==> src/rtl/sdram_arb_pkg.sv <==
// Shared definitions for the SDRAM frame arbiter: FSM encoding and frame geometry defaults.
package sdram_arb_pkg;

    typedef enum logic [2:0] {
        IDLE,
        RD_REQ,
        RD_WAIT,
        WR_REQ,
        WR_WAIT
    } arb_state_t;

    localparam int unsigned DEF_BURST_LEN   = 128;
    localparam logic [23:0] DEF_FRAME_LEN   = 24'd480000;
    localparam logic [23:0] DEF_FRAME_BASE0 = 24'h000000;
    localparam logic [23:0] DEF_FRAME_BASE1 = 24'h800000;

endpackage

==> src/rtl/frame_addr_gen.sv <==
// Per-direction frame address generator: burst offset counter, frame wrap detect and bank select.
module frame_addr_gen
    import sdram_arb_pkg::*;
#(
    parameter int unsigned           ADDR_WIDTH     = 24,
    parameter int unsigned           BURST_LEN      = DEF_BURST_LEN,
    parameter logic [ADDR_WIDTH-1:0] FRAME_LEN      = ADDR_WIDTH'(DEF_FRAME_LEN),
    parameter logic [ADDR_WIDTH-1:0] FRAME_BASE0    = ADDR_WIDTH'(DEF_FRAME_BASE0),
    parameter logic [ADDR_WIDTH-1:0] FRAME_BASE1    = ADDR_WIDTH'(DEF_FRAME_BASE1),
    parameter logic                  RESET_BANK     = 1'b0,
    parameter logic                  TOGGLE_ON_WRAP = 1'b0
) (
    input  logic                  clk,
    input  logic                  rst_n,
    input  logic                  advance,
    input  logic                  restart,
    input  logic                  load_bank,
    input  logic                  new_bank,
    output logic                  bank,
    output logic                  wrap,
    output logic [ADDR_WIDTH-1:0] addr
);

    localparam logic [ADDR_WIDTH-1:0] STEP = ADDR_WIDTH'(BURST_LEN);

    logic [ADDR_WIDTH-1:0] offset;
    logic [ADDR_WIDTH-1:0] offset_inc;
    logic [ADDR_WIDTH-1:0] offset_nx;
    logic                  bank_nx;

    assign offset_inc = offset + STEP;
    assign wrap       = advance && !restart && (offset_inc == FRAME_LEN);

    always_comb begin
        offset_nx = offset;
        bank_nx   = bank;
        if (restart) begin
            offset_nx = '0;
        end else if (advance) begin
            offset_nx = wrap ? '0 : offset_inc;
            if (wrap && TOGGLE_ON_WRAP)
                bank_nx = ~bank;
        end
        if (load_bank)
            bank_nx = new_bank;
    end

    // Address is registered from the next-state values so it is already valid when req rises.
    always_ff @(posedge clk) begin
        if (!rst_n) begin
            offset <= '0;
            bank   <= RESET_BANK;
            addr   <= RESET_BANK ? FRAME_BASE1 : FRAME_BASE0;
        end else begin
            offset <= offset_nx;
            bank   <= bank_nx;
            addr   <= (bank_nx ? FRAME_BASE1 : FRAME_BASE0) + offset_nx;
        end
    end

endmodule

==> src/rtl/sdram_frame_arbiter.sv <==
// Read/write burst arbiter over a double-buffered SDRAM frame store.
// Optional frame counters are enabled with `define FRAME_ARB_STATS_EN.
module sdram_frame_arbiter
    import sdram_arb_pkg::*;
#(
    parameter int unsigned               APP_ADDR_WIDTH  = 24,
    parameter int unsigned               APP_BURST_WIDTH = 9,
    parameter int unsigned               BURST_LEN       = DEF_BURST_LEN,
    parameter logic [APP_ADDR_WIDTH-1:0] FRAME_LEN       = APP_ADDR_WIDTH'(DEF_FRAME_LEN),
    parameter logic [APP_ADDR_WIDTH-1:0] FRAME_BASE0     = APP_ADDR_WIDTH'(DEF_FRAME_BASE0),
    parameter logic [APP_ADDR_WIDTH-1:0] FRAME_BASE1     = APP_ADDR_WIDTH'(DEF_FRAME_BASE1),
    parameter int unsigned               FIFO_LVL_WIDTH  = 10,
    parameter int unsigned               RD_FIFO_DEPTH   = 512
) (
    input  logic                       clk,
    input  logic                       rst_n,
    input  logic                       wr_frame_start,
    input  logic [FIFO_LVL_WIDTH-1:0]  wr_fifo_level,
    input  logic                       rd_frame_start,
    input  logic [FIFO_LVL_WIDTH-1:0]  rd_fifo_level,
    output logic                       wr_burst_req,
    output logic [APP_BURST_WIDTH-1:0] wr_burst_len,
    output logic [APP_ADDR_WIDTH-1:0]  wr_burst_addr,
    input  logic                       wr_burst_data_req,
    input  logic                       wr_burst_finish,
    output logic                       rd_burst_req,
    output logic [APP_BURST_WIDTH-1:0] rd_burst_len,
    output logic [APP_ADDR_WIDTH-1:0]  rd_burst_addr,
    input  logic                       rd_burst_data_valid,
    input  logic                       rd_burst_finish
`ifdef FRAME_ARB_STATS_EN
    ,
    output logic [15:0]                wr_frame_cnt,
    output logic [15:0]                rd_frame_cnt
`endif
);

    localparam int unsigned           LW           = FIFO_LVL_WIDTH + 1;
    localparam logic [LW-1:0]         BURST_LVL    = LW'(BURST_LEN);
    localparam logic [LW-1:0]         RD_DEPTH_LVL = LW'(RD_FIFO_DEPTH);

    arb_state_t state;
    logic       rd_start_pend;
    logic       wr_start_pend;
    logic       last_done;
    logic       rd_ok;
    logic       wr_ok;
    logic       rd_apply;
    logic       wr_apply;
    logic       rd_adv;
    logic       wr_adv;
    logic       wr_bank;
    logic       wr_wrap;
    logic       rd_bank;
    logic       rd_wrap;
    logic       rd_gen_unused;

    assign rd_ok    = ({1'b0, rd_fifo_level} + BURST_LVL) <= RD_DEPTH_LVL;
    assign wr_ok    = {1'b0, wr_fifo_level} >= BURST_LVL;
    assign rd_apply = (state == IDLE) && rd_start_pend;
    assign wr_apply = (state == IDLE) && wr_start_pend;
    assign rd_adv   = (state == RD_WAIT) && rd_burst_finish;
    assign wr_adv   = (state == WR_WAIT) && wr_burst_finish;

    assign wr_burst_len  = APP_BURST_WIDTH'(BURST_LEN);
    assign rd_burst_len  = APP_BURST_WIDTH'(BURST_LEN);
    assign rd_gen_unused = rd_bank ^ rd_wrap;

    frame_addr_gen #(
        .ADDR_WIDTH     (APP_ADDR_WIDTH),
        .BURST_LEN      (BURST_LEN),
        .FRAME_LEN      (FRAME_LEN),
        .FRAME_BASE0    (FRAME_BASE0),
        .FRAME_BASE1    (FRAME_BASE1),
        .RESET_BANK     (1'b0),
        .TOGGLE_ON_WRAP (1'b1)
    ) u_wr_addr (
        .clk       (clk),
        .rst_n     (rst_n),
        .advance   (wr_adv),
        .restart   (wr_apply),
        .load_bank (1'b0),
        .new_bank  (1'b0),
        .bank      (wr_bank),
        .wrap      (wr_wrap),
        .addr      (wr_burst_addr)
    );

    frame_addr_gen #(
        .ADDR_WIDTH     (APP_ADDR_WIDTH),
        .BURST_LEN      (BURST_LEN),
        .FRAME_LEN      (FRAME_LEN),
        .FRAME_BASE0    (FRAME_BASE0),
        .FRAME_BASE1    (FRAME_BASE1),
        .RESET_BANK     (1'b1),
        .TOGGLE_ON_WRAP (1'b0)
    ) u_rd_addr (
        .clk       (clk),
        .rst_n     (rst_n),
        .advance   (rd_adv),
        .restart   (rd_apply),
        .load_bank (rd_apply),
        .new_bank  (last_done),
        .bank      (rd_bank),
        .wrap      (rd_wrap),
        .addr      (rd_burst_addr)
    );

    // Start pulses landing in the same cycle their pend is consumed are absorbed.
    always_ff @(posedge clk) begin
        if (!rst_n) begin
            state         <= IDLE;
            rd_burst_req  <= 1'b0;
            wr_burst_req  <= 1'b0;
            rd_start_pend <= 1'b0;
            wr_start_pend <= 1'b0;
            last_done     <= 1'b1;
`ifdef FRAME_ARB_STATS_EN
            wr_frame_cnt  <= '0;
            rd_frame_cnt  <= '0;
`endif
        end else begin
            rd_start_pend <= rd_apply ? 1'b0 : (rd_start_pend | rd_frame_start);
            wr_start_pend <= wr_apply ? 1'b0 : (wr_start_pend | wr_frame_start);
            if (wr_wrap)
                last_done <= wr_bank;
`ifdef FRAME_ARB_STATS_EN
            if (wr_wrap)
                wr_frame_cnt <= wr_frame_cnt + 16'd1;
            if (rd_apply)
                rd_frame_cnt <= rd_frame_cnt + 16'd1;
`endif
            case (state)
                IDLE: begin
                    if (rd_ok) begin
                        state        <= RD_REQ;
                        rd_burst_req <= 1'b1;
                    end else if (wr_ok) begin
                        state        <= WR_REQ;
                        wr_burst_req <= 1'b1;
                    end
                end
                RD_REQ: begin
                    if (rd_burst_data_valid) begin
                        state        <= RD_WAIT;
                        rd_burst_req <= 1'b0;
                    end
                end
                RD_WAIT: begin
                    if (rd_burst_finish)
                        state <= IDLE;
                end
                WR_REQ: begin
                    if (wr_burst_data_req) begin
                        state        <= WR_WAIT;
                        wr_burst_req <= 1'b0;
                    end
                end
                WR_WAIT: begin
                    if (wr_burst_finish)
                        state <= IDLE;
                end
                default: begin
                    state        <= IDLE;
                    rd_burst_req <= 1'b0;
                    wr_burst_req <= 1'b0;
                end
            endcase
        end
    end

endmodule

==> config.mk <==
export PLATFORM = sky130hd
export DESIGN_NAME = sdram_frame_arbiter
export DESIGN_NICKNAME = d
export VERILOG_FILES = /design/src/rtl/sdram_arb_pkg.sv /design/src/rtl/frame_addr_gen.sv /design/src/rtl/sdram_frame_arbiter.sv
export SDC_FILE = /design/constraint.sdc
export NUM_CORES = 1
export LEC_CHECK = 0
export BUFFER_PORTS_ARGS = -buffer_cell sky130_fd_sc_hd__buf_2
export CAP_MARGIN = 20
export CORE_MARGIN = 3
export CORE_UTILIZATION = 54
export CTS_BUF_LIST = sky130_fd_sc_hd__clkbuf_4 sky130_fd_sc_hd__clkbuf_8
export DETAILED_ROUTE_END_ITERATION = 10
export PLACE_DENSITY = 0.86
export SYNTH_ARGS = -nofsm -noshare
export SYNTH_HDL_FRONTEND = slang
export SYNTH_SLANG_ARGS = --single-unit
==> constraint.sdc <==
create_clock -name clk -period 2.64 [get_ports clk]
set_input_delay 0 -clock clk [delete_from_list [all_inputs] [get_ports clk]]
set_output_delay 0 -clock clk [all_outputs]
set_load 0.01 [all_outputs]
==> impl_metrics.ini, run 1 <==
[floorplanning]
start_util = 0.572
dieWidth_um = 83.3
core.rowCount = 27
io_pins = 96
die_h_um = 83.3
fp.dieArea_mm2 = 0.00694
core_area_mm2 = 0.00564

[pwr]
peakVddDrop_uv = 243
p_leak_nw = 1.40
pwr-share-clk = 0.329
swShare = 0.277
pwr-share-seq = 0.544
p_switching_mw = 0.379
power_density_mw_per_mm2 = 413
intPower_mw = 0.991
combPwrFrac = 0.127
power_mw = 1.37

[outcome]
run_status = complete, no violations

[yosys]
synthTopCellsByArea = dfxtp_1 (29%), buf_4 (16%), xor2_1 (5.4%)
netlist_instances = 409
synth_top_area_frac = 0.285
synth_warnings = 0
synth_area_mm2 = 0.00323
avgSynthCellArea_um2 = 7.89
synth_edf_count = 0
synthArstFlopShare = 0
ys_ff_latch = 46
synth_seq_area_share = 0.285
synth.largest_area_cell = dfxtp_1
yosysUniqueCellTypes = 60
synth_ff_type = dfxtp_1

[global_routing]
grt_pass1_vias = 2546
grt_max_degree = 19
antenna_found_initial = 0
gr-total-overflow = 0
grt_pass1_wl_um = 11400
grt_usage = 0.193

[timing]
slew_viol_final = 0
timing.fmax_ghz = 0.412
rsz0062_at_grt = no
tightest_slew_ns = 0.633
fin_crit_ns = 2.43
setup_viol = 0
clock_skew_ns = 0.00646
hold_violations = 0
min_period_over_period = 0.919
max-slew-margin-rel = 0.577
tns_ns = 0

[worst_setup_path]
cp_max_fo = 9
cp_common_cell = a211oi_1
critPathCaptureType = flip-flop
arrival_ns = 2.59
rrSetupSlack_ns = 0.21
slowest_stage = or4b_1
cp-start-kind = flip-flop
cp_cell_sequence = ha_1 > nand2_1 > or4b_1 > nand3_1 > nand4_1 > nand3b_4 > a211oi_1 > a211oi_1
critical_path_class = reg2reg
slowest_delay_ns = 0.51
cp_data_required_time_ns = 2.81

[final_layout]
fin_nets = 461
final_common_cell = buf_2
drive_above_1_share = 0.195
final_cell_mix = buf_2 (56), dfxtp_1 (46), nor2_1 (41)
synthToLayoutAreaGrowth_pct = 2.75
antenna_cells = 0

[routing]
drc = 0
wl_per_cell_um = 13.3
dr.pass1.iters = 5
viasPerCell = 5.60
dr.first_iter.drc_count = 215
ant_nets = 0
routed_wl_um = 6680
num_vias = 2819

[placed_design]
globalplace.congestion = 0.932
hpwlAfterDp_um = 5010
numPortBuffers = 56

[job]
drv_cap = 0

[clocking]
numCtsBuffers = 5
cts.sinks = 46
cts_setup_buffers = 0
clk_path_buf_depth = 2
cts_max_level = 2
cts_tree = built
cts-root-buf = clkbuf_8
path_clk_slew_ns = 0.09
insertion_delay_ns = 0.30

[hold_path]
hp-class = in2reg
==> cell usage after synthesis, drive strengths merged, types with 3 or more instances <==
cell type / number
clkbuf: 5
nand3: 23
and3: 9
nand4b: 3
a211oi: 5
o21ai: 9
nor3: 8
mux2i: 4
a311oi: 3
nand3b: 4
inv: 6
a21oi: 16
nand2: 38
xor2: 20
and4: 6
dfxtp: 46
xnor2: 12
and2: 6
ha: 3
buf: 77
nand4: 16
nor2: 43
o211ai: 3
a31oi: 4
nor3b: 4
nor4: 6
==> power by group through the flow <==
stage	clock, mW	combinational (mW)	sequential [mW]
after floorplan	0	0.169	0.745
after global placement	0	0.166	0.760
after CTS	0.465	0.173	0.744
after detailed placement	0	0.169	0.760
final	0.451	0.174	0.745
after global routing	0.493	0.196	0.749
==> worst max-delay path: cells and delay by family, from the launching register on <==
kind | cells | cell delay [ns]
AOI/OAI and AO/OA | 2 | 0.36
and+or+nand+nor | 5 | 1.06
DFF | 1 | 0.48
adders and majority gates | 1 | 0.39
==> through the flow <==
stage	util	instance area [µm²]	std cells	setup WS (ns)	hold WS (ns)
2_1_floorplan	-	3340	439	0.512	0.0619
3_3_place_gp	0.566	3190	492	0.331	0.203
3_5_place_dp	0.566	3190	492	0.249	0.217
4_1_cts	0.588	3320	503	0.233	0.0326
5_1_grt	0.588	3320	503	0.00798	0.0514
6_report	0.588	3320	503	0.214	0.0373
==> area by class of cell <==
cell class              count  area, µm²
clock buffers               6       82.6
clock inverters             2       12.5
fillers                   512       2330
inverters                   7       26.3
multi-input cells         304       1820
flip-flops and latches     46        921
well taps                  72       90.1
repair buffers             66        363
==> metal layers <==
layer  vias to the layer above  part of all wire  global-route usage
li1                       1383                 -                   -
met1                      1292              0.45               0.258
met2                       136              0.45               0.306
met3                         8             0.078              0.0397
met4                         0             0.014              0.0684
met5                         -                 0                   0
==> sequential cells by signal, summed over array words and instances (netlist names) <==
register,cells
u_wr_addr.bank,1
last_done,1
rd_start_pend,1
u_rd_addr.bank,1
wr_burst_req,1
u_rd_addr.addr,1
u_wr_addr.addr,1
rd_burst_req,1
u_wr_addr.offset,17
u_rd_addr.offset,17
state,3
wr_start_pend,1
==> kinds of logic after synthesis <==
logic type / after synthesis / synth area share
buffers and inverters: 89 / 0.185
muxes: 4 / 0.0124
DFF: 46 / 0.285
AOI/OAI and AO/OA: 56 / 0.118
other: 2 / 0.00233
adders and majority gates: 3 / 0.0116
and+or+nand+nor: 177 / 0.298
xor gates and xnor gates: 32 / 0.0869
==> path summary, 6_finish.rpt <==
path	start	to	cells past startpoint
hold / removal	wr_burst_data_req	state[1]$_SDFFE_PN0P_	4
setup reg to reg	u_wr_addr.offset[8]$_SDFFE_PP0P_	u_wr_addr.offset[16]$_SDFFE_PP0P_	8
setup / recovery	u_wr_addr.offset[8]$_SDFFE_PP0P_	u_wr_addr.offset[16]$_SDFFE_PP0P_	8
hold reg to reg	u_rd_addr.bank$_SDFF_PN1_	u_rd_addr.bank$_SDFF_PN1_	2
==> what timing repair did <==
action | in CTS | in global routing
endpoints found under the hold margin | 3 | 0
hold buffers | 3 | 0
gates resized for setup | 0 | 0
Note: power is estimated with default switching activity, not from simulation.
==> run 2, diff against run 1 <==
--- a/config.mk
+++ b/config.mk
@@ -5,13 +5,14 @@
 export SDC_FILE = /design/constraint.sdc
 export NUM_CORES = 1
 export LEC_CHECK = 0
+export ABC_AREA = 1
 export BUFFER_PORTS_ARGS = -buffer_cell sky130_fd_sc_hd__buf_2
 export CAP_MARGIN = 20
 export CORE_MARGIN = 3
-export CORE_UTILIZATION = 54
+export CORE_UTILIZATION = 49
 export CTS_BUF_LIST = sky130_fd_sc_hd__clkbuf_4 sky130_fd_sc_hd__clkbuf_8
 export DETAILED_ROUTE_END_ITERATION = 10
-export PLACE_DENSITY = 0.86
+export PLACE_DENSITY = 0.82
 export SYNTH_ARGS = -nofsm -noshare
 export SYNTH_HDL_FRONTEND = slang
 export SYNTH_SLANG_ARGS = --single-unit
==> constraint.sdc (replaced) <==
create_clock -name clk -period 2.19 [get_ports clk]
set_input_delay 0 -clock clk [delete_from_list [all_inputs] [get_ports clk]]
set_output_delay 0 -clock clk [all_outputs]
set_load 0.01 [all_outputs]
==> run 2 against run 1 <==
Maximum frequency is 20% higher. Non-clock buffer count is 4 higher. Global-route usage is 0.48 points higher. Combinational power grew to 4.1 times the previous value. Clock skew is 0.00065 ns higher. Sequential cell count stayed put. Clock-buffer cell count stayed put. Synthesized area is 7.1% higher. Critical path depth is 3 higher. Clock power is 74% higher. Register-to-register slack worse by 0.04 ns. Largest cell class unchanged. Largest power group unchanged.
==> impl_metrics.ini, run 2 <==
[yosys]
synth_top_area_frac = 0.266
ys_ff_latch = 46
avgSynthCellArea_um2 = 6.35
synth_compound_area_frac = 0.127
synth_fa_ha_area_frac = 0.0109
yosysUniqueCellTypes = 33
synth-simple-area-share = 0.357
yosys.area_share.xor_xnor = 0.0152
synth_warnings = 0
synth_edf_count = 0
synth_top_cells_by_count = nand2_1 (141), buf_4 (65), inv_1 (56)
synth_area_mm2 = 0.00346
synth_ff_type = dfxtp_1
synth_most_common_cell = nand2_1
synth_seq_area_share = 0.266
synthTopCellsByArea = dfxtp_1 (27%), nand2_1 (15%), buf_4 (14%)
synth.largest_area_cell = dfxtp_1
synthArstFlopShare = 0
netlist_instances = 544
synthMuxAreaShare = 0.00326
synth_top_family_by_area = simple AND/OR/NAND/NOR gates

[worst_setup_path]
critPathCaptureType = flip-flop
startpoint = u_wr_addr.offset[8]$_SDFFE_PP0P_
cp_cell_sequence = ha_2 > nand2_2 > nor2_4 > nand3_2 > o21ai_1 > nand2_1 > nor2_4 > nand3_4 > buf_12 > nand3_1 > a21oi_1
critical_path_class = reg2reg
cp_max_fo = 8
arrival_ns = 2.19
cp-start-kind = flip-flop
rr_startpoint = u_wr_addr.offset[8]$_SDFFE_PP0P_
slowest_stage = dfxtp_4
cp_common_cell = nor2_4
cp_data_required_time_ns = 2.36
slowest_delay_ns = 0.38

[timing]
clock_skew_ns = 0.00711
max-slew-margin-rel = 0.590
rsz0062_at_grt = no
tightest_slew_ns = 0.615
timing.fmax_ghz = 0.495
fin_ws_ns = 0.171
slew_viol_final = 0
setup_viol = 0
fin_crit_ns = 2.02
tns_ns = 0
min_period_over_period = 0.922
hold_violations = 0

[routing]
num_vias = 3338
routed_wl_um = 7810
dr.first_iter.drc_count = 172
dr.pass1.iters = 5
ant_nets = 0
viasPerCell = 4.97
wl_per_cell_um = 11.6
drc = 0

[pwr]
pwr-share-clk = 0.311
peakVddDrop_uv = 316
power_density_mw_per_mm2 = 679
p_switching_mw = 0.868
pwr-share-seq = 0.410
swShare = 0.344
intPower_mw = 1.66
combPwrFrac = 0.280
p_leak_nw = 1.66

[global_routing]
grt_usage = 0.198
grt_pass1_wl_um = 13800
grt_util_met1 = 0.238
grt_busiest_layer = met2
use_met2 = 0.352
met3_usage = 0.0359
grt_pass1_vias = 3217
gr-total-overflow = 0
antenna_found_initial = 0
grt_max_degree = 25

[clocking]
path_clk_slew_ns = 0.09
cts-root-buf = clkbuf_8
numCtsBuffers = 5
cts.sinks = 46
clk_path_buf_depth = 2
insertion_delay_ns = 0.30
cts_max_level = 2
cts_tree = built

[final_layout]
final_cell_mix = nand2_1 (141), inv_1 (56), buf_2 (56)
multiInputGateArea_mm2 = 0.00191
antenna_cells = 0
fin_nets = 608
synthToLayoutAreaGrowth_pct = 7.68
n_fill_cell = 663
drive_above_1_share = 0.185
fin_area_mm2 = 0.00372
seqCellArea_um2 = 925
reg.largest.list = u_rd_addr.offset x17, u_wr_addr.offset x17, state x3
final_common_cell = nand2_1

[floorplanning]
fp.dieArea_mm2 = 0.00810
dieWidth_um = 90.0
start_util = 0.523
die_h_um = 90.0
core_area_mm2 = 0.00660
io_pins = 96
core.rowCount = 29

[outcome]
run_status = complete, no violations

[placed_design]
hpwlAfterDp_um = 6000
globalplace.congestion = 0.895
numPortBuffers = 56
placed_cell_area_mm2 = 0.00349
place_ws_ns = 0.111

[job]
drv_cap = 0

[hold_path]
hp-class = in2reg
hold_start = rd_fifo_level[8]
## run 2: cell count changes after synthesis, sizes merged, moves of 17 or more
cell	change
a21oi	+20
inv	+53
nand2	+108
nand3	+17
nor2	+17
o21ai	+25
## run 2: kinds of logic after synthesis
kind of cell               after synthesis
xor gates and xnor gates                 6
adders and majority gates                3
other                                    2
DFF                                     46
muxes                                    1
buffers and inverters                  133
and+or+nand+nor                        272
AOI/OAI and AO/OA                       81
## run 2: power by group through the flow
stage | clock, mW | sequential, mW | combinational (mW)
6_report | 0.785 | 1.03 | 0.706
5_1_grt | 0.838 | 1.05 | 0.811
4_1_cts | 0.803 | 1.03 | 0.706
3_5_place_dp | 0 | 1.05 | 0.698
3_3_place_gp | 0 | 1.05 | 0.691
2_1_floorplan | 0 | 1.04 | 0.592
## run 2: metrics by stage
| stage | util | hold WS, ns | power (mW) | cells |
|---|---|---|---|---|
| 4_1_cts | 0.555 | 0.0801 | 2.54 | 668 |
| 3_5_place_dp | 0.529 | 0.232 | 1.75 | 657 |
| 6_report | 0.563 | 0.0862 | 2.53 | 671 |
| 3_3_place_gp | 0.529 | 0.221 | 1.74 | 657 |
| 2_1_floorplan | - | 0.129 | 1.63 | 574 |
| 5_1_grt | 0.563 | 0.102 | 2.70 | 671 |
## run 2: path summary, 6_finish.rpt
check	to	slack [ns]	cells past startpoint
setup / recovery	u_wr_addr.offset[9]$_SDFFE_PP0P_	0.17	11
setup reg to reg	u_wr_addr.offset[9]$_SDFFE_PP0P_	0.17	11
hold / removal	rd_burst_req$_SDFFE_PN0P_	0.09	4
hold reg to reg	last_done$_SDFFE_PN1P_	0.49	2
## run 2: worst max-delay path: cells and delay by family (launching register included)
family / cells / cell delay [ns]
AO/OA/AOI/OAI: 2 / 0.21
AND/OR/NAND/NOR: 7 / 0.92
adder cells (fa/ha/maj): 1 / 0.21
flip-flops: 1 / 0.38
buffers and inverters: 1 / 0.16
## run 2: repair_timing
action / 4_1_cts / 5_1_grt
endpoints found under the setup margin: 0 / 17
resized for setup: 0 / 10
hold endpoints to repair: 4 / 0
hold buffers: 3 / 0
setup buffers: 0 / 3
## run 2: layer usage
metal | vias to the layer above | part of all wire
met4 | 0 | 0.015
met3 | 14 | 0.055
met2 | 102 | 0.51
li1 | 1721 | -
met5 | - | 0
met1 | 1501 | 0.42
## run 2: layout make-up
class / instances / area share
Clock inverter: 2 / 0.0161
Sequential cell: 46 / 0.248
Clock buffer: 6 / 0.0222
Inverter: 59 / 0.0595
Multi-Input combinational cell: 395 / 0.513
Timing Repair Buffer: 70 / 0.109
Tap cell: 93 / 0.0313
